<file path="src/rtl/card_game_ctrl.sv">
// card_game_ctrl: memory-game sequencer that reveals/compares card pairs and requests redraws.
// Optional draw_done watchdog is compiled in when DRAW_TIMEOUT_EN is defined.
module card_game_ctrl #(
  parameter int unsigned N_CARDS        = 16,
  parameter int unsigned IDX_W          = 4,
  parameter int unsigned VAL_W          = 4,
  parameter int unsigned HOLD_CYCLES    = 40000000,
  parameter int unsigned TIMEOUT_CYCLES = 1000000
) (
  input  logic               pclk,
  input  logic               rst,
  input  logic               sel_valid,
  input  logic [IDX_W-1:0]   sel_idx,
  output logic               sel_ready,
  output logic [IDX_W-1:0]   card_addr,
  input  logic [VAL_W-1:0]   card_val,
  output logic [N_CARDS-1:0] face_up,
  output logic [N_CARDS-1:0] matched,
  output logic               draw_do,
  input  logic               draw_done,
  output logic [IDX_W-1:0]   pairs_found,
  output logic [7:0]         move_cnt,
  output logic               game_over,
  output logic               draw_err
);

  localparam int unsigned      HOLD_W    = (HOLD_CYCLES > 1) ? $clog2(HOLD_CYCLES) : 1;
  localparam logic [IDX_W-1:0] PAIRS_ALL = IDX_W'(N_CARDS / 2);
  localparam logic [N_CARDS-1:0] ONE     = N_CARDS'(1);

  typedef enum logic [2:0] {
    S_INIT, S_WAIT_D, S_IDLE, S_RD1, S_PICK2, S_RD2, S_HOLD, S_OVER
  } state_e;

  state_e state_q, state_d;
  state_e ret_q, ret_d;

  logic               draw_do_q, draw_do_d;
  logic [N_CARDS-1:0] face_q, face_d;
  logic [N_CARDS-1:0] matched_q, matched_d;
  logic [IDX_W-1:0]   idx1_q, idx1_d;
  logic [IDX_W-1:0]   idx2_q, idx2_d;
  logic [IDX_W-1:0]   addr_q, addr_d;
  logic [VAL_W-1:0]   val1_q, val1_d;
  logic               pend_match_q, pend_match_d;
  logic [7:0]         move_q, move_d;
  logic [IDX_W-1:0]   pairs_q, pairs_d;
  logic               over_q, over_d;
  logic [HOLD_W-1:0]  hold_q, hold_d;

  logic [N_CARDS-1:0] sel_mask, mask1, mask2;
  logic [IDX_W-1:0]   pairs_inc;
  logic               in_range, sel_ok, done_ok, tmo_hit, wait_end, hold_end, last_pair;

  assign sel_mask  = ONE << sel_idx;
  assign mask1     = ONE << idx1_q;
  assign mask2     = ONE << idx2_q;
  assign in_range  = {1'b0, sel_idx} < (IDX_W + 1)'(N_CARDS);
  assign sel_ok    = sel_valid && ((state_q == S_IDLE) || (state_q == S_PICK2)) && in_range
                     && ((sel_mask & (face_q | matched_q)) == '0);
  // draw_done coinciding with our own draw_do pulse belongs to an earlier request
  assign done_ok   = (state_q == S_WAIT_D) && !draw_do_q && draw_done;
  assign wait_end  = done_ok || tmo_hit;
  assign hold_end  = (state_q == S_HOLD) && (hold_q == HOLD_W'(HOLD_CYCLES - 1));
  assign pairs_inc = pairs_q + IDX_W'(1);
  assign last_pair = (pairs_inc == PAIRS_ALL);

`ifdef DRAW_TIMEOUT_EN
  localparam int unsigned TMO_W = (TIMEOUT_CYCLES > 1) ? $clog2(TIMEOUT_CYCLES) : 1;

  logic [TMO_W-1:0] tmo_q, tmo_d;
  logic             err_q, err_d;

  assign tmo_hit = (state_q == S_WAIT_D) && !done_ok && (tmo_q == TMO_W'(TIMEOUT_CYCLES - 1));

  always_comb begin
    tmo_d = '0;
    if ((state_q == S_WAIT_D) && !wait_end) tmo_d = tmo_q + TMO_W'(1);
    err_d = err_q | tmo_hit;
  end

  always_ff @(posedge pclk) begin
    if (rst) begin
      tmo_q <= '0;
      err_q <= 1'b0;
    end else begin
      tmo_q <= tmo_d;
      err_q <= err_d;
    end
  end

  assign draw_err = err_q;
`else
  assign tmo_hit  = 1'b0;
  assign draw_err = 1'b0;
`endif

  always_ff @(posedge pclk) begin
    if (rst) begin
      state_q <= S_INIT;
      ret_q   <= S_IDLE;
    end else begin
      state_q <= state_d;
      ret_q   <= ret_d;
    end
  end

  always_comb begin
    state_d = state_q;
    ret_d   = ret_q;
    unique case (state_q)
      S_INIT: begin
        state_d = S_WAIT_D;
        ret_d   = S_IDLE;
      end
      S_IDLE:   if (sel_ok) state_d = S_RD1;
      S_RD1: begin
        state_d = S_WAIT_D;
        ret_d   = S_PICK2;
      end
      S_PICK2:  if (sel_ok) state_d = S_RD2;
      S_RD2: begin
        state_d = S_WAIT_D;
        ret_d   = (card_val == val1_q) ? S_IDLE : S_HOLD;
      end
      S_WAIT_D: if (wait_end) state_d = (pend_match_q && last_pair) ? S_OVER : ret_q;
      S_HOLD: if (hold_end) begin
        state_d = S_WAIT_D;
        ret_d   = S_IDLE;
      end
      S_OVER:   state_d = S_OVER;
      default:  state_d = S_INIT;
    endcase
  end

  always_comb begin
    sel_ready    = (state_q == S_IDLE) || (state_q == S_PICK2);
    draw_do_d    = 1'b0;
    face_d       = face_q;
    matched_d    = matched_q;
    idx1_d       = idx1_q;
    idx2_d       = idx2_q;
    addr_d       = addr_q;
    val1_d       = val1_q;
    pend_match_d = pend_match_q;
    move_d       = move_q;
    pairs_d      = pairs_q;
    over_d       = over_q;
    hold_d       = '0;
    case (state_q)
      S_INIT: draw_do_d = 1'b1;
      S_IDLE: if (sel_ok) begin
        face_d = face_q | sel_mask;
        idx1_d = sel_idx;
        addr_d = sel_idx;
      end
      S_RD1: begin
        val1_d    = card_val;
        draw_do_d = 1'b1;
      end
      S_PICK2: if (sel_ok) begin
        face_d = face_q | sel_mask;
        idx2_d = sel_idx;
        addr_d = sel_idx;
      end
      S_RD2: begin
        draw_do_d    = 1'b1;
        pend_match_d = (card_val == val1_q);
        if (move_q != '1) move_d = move_q + 8'd1;
      end
      // a match is committed only once the reveal redraw has completed
      S_WAIT_D: if (wait_end) begin
        pend_match_d = 1'b0;
        if (pend_match_q) begin
          matched_d = matched_q | mask1 | mask2;
          pairs_d   = pairs_inc;
          if (last_pair) over_d = 1'b1;
        end
      end
      S_HOLD: begin
        hold_d = hold_end ? '0 : hold_q + HOLD_W'(1);
        if (hold_end) begin
          face_d    = face_q & ~(mask1 | mask2);
          draw_do_d = 1'b1;
        end
      end
      default: ;
    endcase
  end

  always_ff @(posedge pclk) begin
    if (rst) begin
      draw_do_q    <= 1'b0;
      face_q       <= '0;
      matched_q    <= '0;
      idx1_q       <= '0;
      idx2_q       <= '0;
      addr_q       <= '0;
      val1_q       <= '0;
      pend_match_q <= 1'b0;
      move_q       <= '0;
      pairs_q      <= '0;
      over_q       <= 1'b0;
      hold_q       <= '0;
    end else begin
      draw_do_q    <= draw_do_d;
      face_q       <= face_d;
      matched_q    <= matched_d;
      idx1_q       <= idx1_d;
      idx2_q       <= idx2_d;
      addr_q       <= addr_d;
      val1_q       <= val1_d;
      pend_match_q <= pend_match_d;
      move_q       <= move_d;
      pairs_q      <= pairs_d;
      over_q       <= over_d;
      hold_q       <= hold_d;
    end
  end

  assign card_addr   = addr_q;
  assign face_up     = face_q;
  assign matched     = matched_q;
  assign draw_do     = draw_do_q;
  assign pairs_found = pairs_q;
  assign move_cnt    = move_q;
  assign game_over   = over_q;

endmodule

</file>
<file path="config.mk">
export PLATFORM = sky130hd
export DESIGN_NAME = card_game_ctrl
export DESIGN_NICKNAME = d
export VERILOG_FILES = /design/src/rtl/card_game_ctrl.sv
export SDC_FILE = /design/constraint.sdc
export NUM_CORES = 1
export LEC_CHECK = 0
export ABC_AREA = 1
export BUFFER_PORTS_ARGS = -buffer_cell sky130_fd_sc_hd__buf_2
export CAP_MARGIN = 20
export CORE_UTILIZATION = 57
export DETAILED_ROUTE_END_ITERATION = 8
export PLACE_DENSITY = 0.79
export SLEW_MARGIN = 20
export SYNTH_ARGS = -nofsm -noshare
export SYNTH_HDL_FRONTEND = slang
export SYNTH_SLANG_ARGS = --single-unit
</file>
<file path="constraint.sdc">
create_clock -name pclk -period 2.15 [get_ports pclk]
set_input_delay 0.3225 -clock pclk [delete_from_list [all_inputs] [get_ports pclk]]
set_output_delay 0.3225 -clock pclk [all_outputs]
set_load 0.02 [all_outputs]
</file>
==> flow_summary.yaml, run 1 <==
status:
  status: "finished, final reports clean"
logic_synthesis:
  syn_area_per_cell_um2: 7.050
  async_reset_ff_frac: 0
  synth_top_area_frac: 0.3868
  synth_seq_area_share: 0.3868
  synth_fa_ha_area_frac: 0.01029
  synth_area_mm2: 0.004865
  ys_ff_latch: 94
  ys.flop_type: "dfxtp_1"
  muxShareOfSynthArea: 0
  synth_compound_area_frac: 0.1183
  yosys.area_share.simple: 0.3428
  synth_xor_area_frac: 0.04321
  syn_inst: 690
  ys_top_cells_by_count: "139 x nor2_1, 94 x dfxtp_1, 91 x nand2_1"
  ys_types: 41
  yosys.area.top_type: "dfxtp_1"
  ys_top_cells_by_area: "dfxtp_1 39%, nor2_1 11%, nand2_1 7.0%"
  synth_top_family_by_area: "simple AND/OR/NAND/NOR gates"
  yosysWarnings: 0
  synth_edf_count: 0
  synth_most_common_cell: "nor2_1"
  synth_fp_nets: 706
global_routing:
  grt_pass1_wl_um: 19230
  grt_max_degree: 29
  grt_util_all_layers: 0.2761
  grt_pass1_vias: 4219
  antenna_found_initial: 0
  grt-ovfl-total: 0
route:
  wl_met2_um: 5693
  wl_met3_um: 596
  drt_iter0_markers: 246
  wire_per_inst_um: 13.75
  wl_um: 11770
  drc: 0
  drtAntennaViolNets: 0
  drt-met1-wl_um: 5079
  maxUsedRoutingLayer: "met4"
  vias: 4725
  drt_pass1_iterations: 5
  vias_per_cell: 5.520
floorplan:
  die_area_mm2: 0.008908
  die_w_um: 94.38
  pin_count: 64
  initial_core_util: 0.5891
  core_mm2: 0.008258
  num_rows: 33
  die_y_um: 94.38
setup_path:
  critPathArrivalTime_ps: 2180
  slowest_stage: "dfxtp_1"
  critPathMaxStageDelay_ps: 360
  crit_buf_inv: 1
  worstSetupPathType: "reg2reg"
  path_max_fanout: 9
  crit_chain: "ha_1 -> nand3_1 -> nor2_2 -> nand3_2 -> inv_2 -> nand3_2 -> a21oi_4 -> nand3_1 -> nand2_1 -> nor2_1"
  crit_start: "hold_q[0]"
  rr_startpoint: "hold_q[0]"
  end_kind: "register"
  crit_required_ps: 2410
  critPathTopFamily: "simple AND/OR/NAND/NOR gates"
  worstSetupStartpointType: "register"
cts:
  htree_levels: 3
  cts_tree: "done"
  cts_made_buffers: 9
  numClockSinks: 94
  clockBufferDepth: 2
  cts_root_buffer: "clkbuf_8"
  path_clk_slew_ps: 90
  clk-insertion-delay-late_ps: 360
power_and_ir_drop:
  ir_worst_vdd_uv: 386.6
  power_density_mw_per_mm2: 722.1
  p_leak_nw: 2.175
  finalPower_w: 0.003945
placement:
  dp_hpwl_um: 8907
  gp_congestion: 0.9391
  dp_cells: 841
  dpl_cell_area_mm2: 0.005255
  portBuffers: 62
flow_run:
  cap_viol_max_count: 0
final_layout:
  stdcell_count: 856
  drive_gt1_frac: 0.1718
  nNetsFinal: 763
  final_area_mm2: 0.005464
  area_growth_pct: 12.32
  num_antenna_cells: 0
sta:
  hold_viol: 0
  min_period_ps: 1919
  fmax_mhz: 521.2
  slew_headroom: 0.5837
  fin_crit_sh: 0.8923
  rsz0062_at_grt: "no"
  worst_pin_slew_ps: 616.5
  tns_ps: 0
  finClkSkew_ps: 10.42
  setup_viol: 0
  slew_violations: 0
hold_path:
  worst_hold_path_type: "in2reg"
  hold_start: "card_val[3]"
## metal layers
layer	vias to the layer above	GRT usage
met2	152	0.4680
met3	29	0.04911
met4	0	0.1436
met1	2169	0.3328
li1	2375	-
met5	-	0
## what timing repair did
| item | in CTS | in global routing |
|---|---|---|
| setup buffers | 0 | 0 |
| gates resized for setup | 0 | 3 |
| hold buffers | 0 | 0 |
| setup endpoints to repair | 0 | 4 |
## sequential cells by signal, summed over array words and instances (netlist names)
| register | count |
|---|---|
| game_over | 1 |
| state_q | 3 |
| pend_match_q | 1 |
| ret_q | 2 |
| face_up | 16 |
| draw_do | 1 |
| val1_q | 4 |
| pairs_found | 4 |
| card_addr | 4 |
| idx1_q | 4 |
| hold_q | 26 |
| idx2_q | 4 |
| matched | 16 |
| move_cnt | 8 |
## tightest hold or removal path: stages
cell and delay [ps]:
buf_2 90, nor2_1 40, nor2_1 80
## layout make-up
| cell class | count | area (µm²) |
|---|---|---|
| Clock buffer | 10 | 127.6 |
| Inverter | 85 | 321.6 |
| Multi-Input combinational cell | 483 | 2527 |
| Timing Repair Buffer | 74 | 412.9 |
| Fill cell | 754 | 2794 |
| Tap cell | 105 | 131.4 |
| Sequential cell | 94 | 1882 |
| Clock inverter | 5 | 61.31 |
## cells in the final DEF, fill, tap and decap left out, drive strengths merged
| master | n |
|---|---|
| a21boi | 1 |
| xor2 | 16 |
| o41ai | 10 |
| xnor2 | 8 |
| o21ai | 37 |
| nand3 | 34 |
| clkinv | 1 |
| nor4 | 7 |
| o21bai | 1 |
| dfxtp | 94 |
| nor3 | 21 |
| nand2 | 95 |
| or2 | 7 |
| a41oi | 1 |
| nand4 | 39 |
| ha | 4 |
| conb | 1 |
| nor2 | 145 |
| buf | 74 |
| inv | 85 |
| a31oi | 1 |
| a21oi | 53 |
| bufinv | 1 |
| clkinvlp | 3 |
| nor3b | 2 |
| clkbuf | 10 |
## through the flow
stage | hold WS [ps] | worst slack, ps | util
finish | 208.9 | 231.5 | 0.6617
global route | 217.6 | 47.39 | 0.6617
CTS | 209.1 | 189.5 | 0.6592
detailed placement | 436.4 | 141.0 | 0.6364
global placement | 433.4 | 204.9 | 0.6364
floorplan | 417.3 | 475.8 | -
## cell families after synthesis
kind of cell	count (synthesis)
fa+ha+maj	4
flops	94
simple gates	350
xor+xnor	24
buf+inv	113
other cells	1
compound gates	104
## path summary, 6_finish.rpt
| kind | slack, ps | endpoint | depth (start not counted) |
|---|---|---|---|
| setup / recovery | 230 | state_q[0] | 10 |
| hold / removal | 210 | val1_q[3] | 3 |
| setup reg to reg | 230 | state_q[0] | 10 |
| hold reg to reg | 450 | hold_q[0] | 1 |
## power breakdown
part	switching, W	internal, W	total [W]
Combinational	0.000549	0.000278	0.000827
Clock	0.000633	0.000534	0.00117
Sequential	0.000107	0.00184	0.00195
Note: power is estimated with default switching activity, not from simulation.
==> run 2: changes to the inputs <==
--- a/config.mk
+++ b/config.mk
@@ -9,6 +9,7 @@
 export BUFFER_PORTS_ARGS = -buffer_cell sky130_fd_sc_hd__buf_2
 export CAP_MARGIN = 20
 export CORE_UTILIZATION = 57
+export CTS_CLUSTER_SIZE = 16
 export DETAILED_ROUTE_END_ITERATION = 8
 export PLACE_DENSITY = 0.79
 export SLEW_MARGIN = 20
==> constraint.sdc (replaced) <==
create_clock -name pclk -period 2.15 [get_ports pclk]
set_input_delay 0.215 -clock pclk [delete_from_list [all_inputs] [get_ports pclk]]
set_output_delay 0.215 -clock pclk [all_outputs]
set_load 0.02 [all_outputs]
==> run 2 against run 1 <==
  * Core utilization shrank 0.91 points
  * Highest routed layer unchanged
  * Fmax shrank 2.6%
  * Largest power group unchanged
  * Sequential share of layout area grew 0.48 points
  * Combinational power grew 0.5%
==> flow_summary.yaml, run 2 (synthesized netlist as in run 1, its figures left out) <==
final_layout:
  num_antenna_cells: 0
  regMostFlops: "hold_q"
  drive_gt1_frac: 0.1678
  layout_common_cells: "138 x nor2_1, 94 x dfxtp_1, 91 x nand2_1"
  largest_reg_flops: 26
  final_common_cell: "nor2_1"
  area_growth_pct: 10.78
  stdcell_count: 850
  final_area_mm2: 0.005389
  nNetsFinal: 756
route:
  wl_um: 12090
  drt_iter0_markers: 312
  vias: 4786
  drt_pass1_iterations: 5
  drc: 0
  drtAntennaViolNets: 0
  vias_per_cell: 5.631
  wire_per_inst_um: 14.22
cts:
  clk-insertion-delay-late_ps: 370
  numClockSinks: 94
  cts_root_buffer: "clkbuf_8"
  htree_levels: 3
  hold_buffers: 0
  postCtsSetupRepairBufs: 0
  path_clk_slew_ps: 90
  clockBufferDepth: 2
  cts_made_buffers: 9
  cts_tree: "done"
sta:
  fin_crit_sh: 0.9159
  tns_ps: 0
  slew_violations: 0
  slew_headroom: 0.5523
  worst_pin_slew_ps: 662.9
  hold_viol: 0
  fmax_mhz: 507.8
  setup_viol: 0
  finClkSkew_ps: 9.992
  hold_slack_ps: 94.87
  min_period_ps: 1969
  rsz0062_at_grt: "yes"
setup_path:
  critPathMaxStageDelay_ps: 360
  crit_chain: "ha_1 -> nand3_1 -> nor2_2 -> nand3_2 -> inv_2 -> nand3_1 -> nand3_2 -> buf_4 -> nor2_1"
  slowest_stage: "dfxtp_1"
  worstSetupStartpointType: "register"
  end_kind: "register"
  critPathArrivalTime_ps: 2240
  path_max_fanout: 11
  crit_required_ps: 2420
  worstSetupPathType: "reg2reg"
floorplan:
  num_rows: 33
  die_w_um: 94.38
  core_mm2: 0.008258
  initial_core_util: 0.5891
  die_y_um: 94.38
  die_area_mm2: 0.008908
  pin_count: 64
placement:
  gp_congestion: 0.9891
  dp_cells: 834
  portBuffers: 62
  dpl_cell_area_mm2: 0.005190
  dp_hpwl_um: 8992
global_routing:
  grt_max_degree: 29
  grt_util_all_layers: 0.2802
  grt_pass1_wl_um: 19460
  grt_pass1_vias: 4268
  antenna_found_initial: 0
  grt-ovfl-total: 0
power_and_ir_drop:
  ir_worst_vdd_uv: 362.0
  p_leak_nw: 2.136
  power_density_mw_per_mm2: 724.1
status:
  status: "finished, final reports clean"
flow_run:
  cap_viol_max_count: 0
hold_path:
  worst_hold_path_type: "in2reg"
-- run 2: cell types whose count changed in the layout (fill, tap and decap cells not counted), sizes merged --
cell	delta
clkinv	+2
inv	+1
buf	-7
bufinv	-1
clkinvlp	-1
-- run 2: path summary, 6_finish.rpt --
| kind | startpoint | end | slack (ps) | depth (start not counted) |
|---|---|---|---|---|
| hold / removal | card_val[0] | val1_q[0] | 90 | 3 |
| setup reg to reg | hold_q[0] | hold_q[7] | 180 | 9 |
| hold reg to reg | hold_q[0] | hold_q[0] | 450 | 1 |
| setup / recovery | hold_q[0] | hold_q[7] | 180 | 9 |
-- run 2: power by group --
group	internal [W]	leakage (nW)	total, W	switching, W
registers	0.00184	0.759	0.00195	0.000104
logic	0.000274	1.29	0.000831	0.000557
clock network	0.000458	0.0889	0.00112	0.000664
total	0.00258	2.14	0.00390	0.00133
-- run 2: area by class of cell --
class	instances	area [µm²]
clock buffers	10	137.6
multi-input cells	483	2522
clock inverters	6	46.29
inverters	85	321.6
repair buffers	67	347.8
fillers	753	2869
well taps	105	131.4
flip-flops and latches	94	1882
-- run 2: repair_timing --
action | 4_1_cts | 5_1_grt
gates resized for setup | 0 | 3
setup endpoints to repair | 0 | 8
hold endpoints to repair | 0 | 0
-- run 2: routing by layer --
layer,up-vias,GRT usage,share of wire
li1,2356,-,-
met1,2218,0.3437,0.43
met2,175,0.4601,0.47
met3,37,0.05717,0.062
met4,0,0.1513,0.038
met5,-,0,0
-- run 2: critical path, delay by kind of cell (launching register included) --
kind | cells | cell delay (ps)
adders and majority gates | 1 | 200
and+or+nand+nor | 6 | 930
buffers and inverters | 2 | 370
DFF | 1 | 360
-- run 2: metrics by stage --
step / total power (W) / util / setup WS [ps]
after global placement: 0.002775 / 0.6285 / 244.3
after floorplan: 0.002629 / - / 475.8
after CTS: 0.003904 / 0.6508 / 136.6
final: 0.003902 / 0.6526 / 180.8
after global routing: 0.004113 / 0.6526 / 3.737
after detailed placement: 0.002805 / 0.6285 / 125.1
==> run 3: changes to the inputs <==
==> constraint.sdc (replaced) <==
create_clock -name pclk -period 2.15 [get_ports pclk]
set_input_delay 0.1075 -clock pclk [delete_from_list [all_inputs] [get_ports pclk]]
set_output_delay 0.1075 -clock pclk [all_outputs]
set_load 0.02 [all_outputs]
==> run 3 against run 2 <==
  * The flow now finishes with violations (negative hold slack)
  * Hold slack lost 97 ps
  * Clock power grew 9%
  * Sequential share of layout area shrank 0.073 points
  * Design area grew 0.21%
  * Largest cell class unchanged
  * Count of clock-buffer cells in the layout is the same
  * Critical path type unchanged
  * First-iteration DRC count shrank 22%
  * Core utilization grew 0.14 points
  * Clock skew grew 1.9 ps
  * Combinational power shrank 1%
  * Power grew 2.1%
  * Register-to-register slack gained 20 ps
==> flow_summary.yaml, run 3 (synthesized netlist as in run 1, its figures left out) <==
status:
  status: "finished with violations"
  violations: "negative hold slack"
cts:
  numClockSinks: 94
  cts_root_buffer: "clkbuf_8"
  clk-insertion-delay-late_ps: 370
  postCtsSetupRepairBufs: 0
  htree_levels: 3
  clockBufferDepth: 2
  cts_tree: "done"
  cts_made_buffers: 9
  path_clk_slew_ps: 100
sta:
  slew_headroom: 0.5555
  hold_slack_ps: -1.798
  setup_ws_ps: 201.0
  setup_viol: 0
  worst_pin_slew_ps: 658.1
  fin_crit_sh: 0.9065
  hold_viol: 2
  min_period_ps: 1949
  finClkSkew_ps: 11.93
  fmax_mhz: 513.1
  slew_violations: 0
route:
  wire_per_inst_um: 13.37
  drc: 0
  vias_per_cell: 5.484
  vias: 4656
  drtAntennaViolNets: 0
  wl_um: 11350
  drt_pass1_iterations: 5
  drt_iter0_markers: 243
flow_run:
  cap_viol_max_count: 0
setup_path:
  critPathMaxStageDelay_ps: 370
  worstSetupPathType: "reg2reg"
  critPathTopFamily: "simple AND/OR/NAND/NOR gates"
  slowest_stage: "dfxtp_1"
  crit_top_cell: "nand3_1"
  worstSetupStartpointType: "register"
  crit_required_ps: 2420
  critPathArrivalTime_ps: 2220
  crit_buf_inv: 1
  end_kind: "register"
  crit_chain: "ha_1 -> nand3_1 -> nor2_2 -> nand3_2 -> inv_2 -> nand3_1 -> a21oi_2 -> nand3_1 -> nand2_1 -> nor2_1"
  path_max_fanout: 9
placement:
  dp_hpwl_um: 8527
  gp_congestion: 0.9584
  portBuffers: 62
  dpl_cell_area_mm2: 0.005187
  dp_cells: 832
  place_ws_ps: 191.0
floorplan:
  core_mm2: 0.008258
  num_rows: 33
  die_y_um: 94.38
  pin_count: 64
  die_w_um: 94.38
  initial_core_util: 0.5891
  die_area_mm2: 0.008908
power_and_ir_drop:
  finalPower_w: 0.003985
  power_density_mw_per_mm2: 738.0
  ir_worst_vdd_uv: 367.9
  p_leak_nw: 2.149
final_layout:
  drive_gt1_frac: 0.1626
  num_antenna_cells: 0
  regMostFlops: "hold_q"
  largest_reg_flops: 26
  area_growth_pct: 11.01
  layout_common_cells: "139 x nor2_1, 94 x dfxtp_1, 91 x nand2_1"
  final_common_cell: "nor2_1"
  nNetsFinal: 755
  stdcell_count: 849
  final_util: 0.6539
  final_area_mm2: 0.005400
global_routing:
  grt-ovfl-total: 0
  grt_pass1_vias: 4055
  grt_pass1_wl_um: 18240
  grt_util_all_layers: 0.2607
  grt_max_degree: 42
  antenna_found_initial: 0
hold_path:
  worst_hold_path_type: "in2reg"
==> run 3: cell types whose count changed in the layout (fill, tap and decap cells not counted) <==
cell,previous run,this run
buf_4,5,2
buf_12,0,1
clkinvlp_4,2,0
nor2_2,3,2
inv_6,1,2
a21oi_4,1,0
nor2_1,138,139
dlygate4sd3_1,0,1
bufinv_16,0,1
a21oi_2,1,2
clkbuf_1,0,1
clkbuf_8,10,9
==> run 3: path summary, 6_finish.rpt <==
| kind | start | to | slack, ps | cells after the start |
|---|---|---|---|---|
| setup / recovery | hold_q[0] | state_q[1] | 200 | 10 |
| hold / removal | card_val[0] | val1_q[0] | -2 | 3 |
| setup reg to reg | hold_q[0] | state_q[1] | 200 | 10 |
| hold reg to reg | hold_q[0] | hold_q[0] | 460 | 1 |
==> run 3: repair_timing <==
item | 4_1_cts | 5_1_grt
gates resized for setup | 0 | 1
endpoints found under the hold margin | 1 | 0
hold buffers | 1 | 0
endpoints found under the setup margin | 0 | 2
==> run 3: metrics by stage <==
stage	TNS, ps	hold slack (ps)
floorplan	0	242.4
detailed placement	0	375.7
CTS	0	2.433
finish	0	-1.798
global route	-0.1703	18.95
global placement	0	363.4
==> run 3: worst min-delay path, delay by kind of cell <==
family / cells / cell delay, ps
and+or+nand+nor: 2 / 120
buffers and inverters: 1 / 100
==> run 3: final cells by class <==
| cell class | count | area (µm²) |
|---|---|---|
| Clock buffer | 10 | 127.6 |
| Clock inverter | 6 | 70.07 |
| Fill cell | 753 | 2858 |
| Inverter | 85 | 321.6 |
| Multi-Input combinational cell | 483 | 2512 |
| Sequential cell | 94 | 1882 |
| Tap cell | 105 | 131.4 |
| Timing Repair Buffer | 66 | 355.3 |
==> run 3: layer usage <==
metal,GRT usage,part of all wire
met3,0.03865,0.036
met2,0.4457,0.49
met4,0.1051,0.023
met5,0,0
met1,0.3283,0.45
==> run 3: power by group <==
part	total, W	internal [W]	switching, W
clock	0.00122	0.000549	0.000666
combinational	0.000820	0.000270	0.000550
sequential	0.00195	0.00184	0.000105
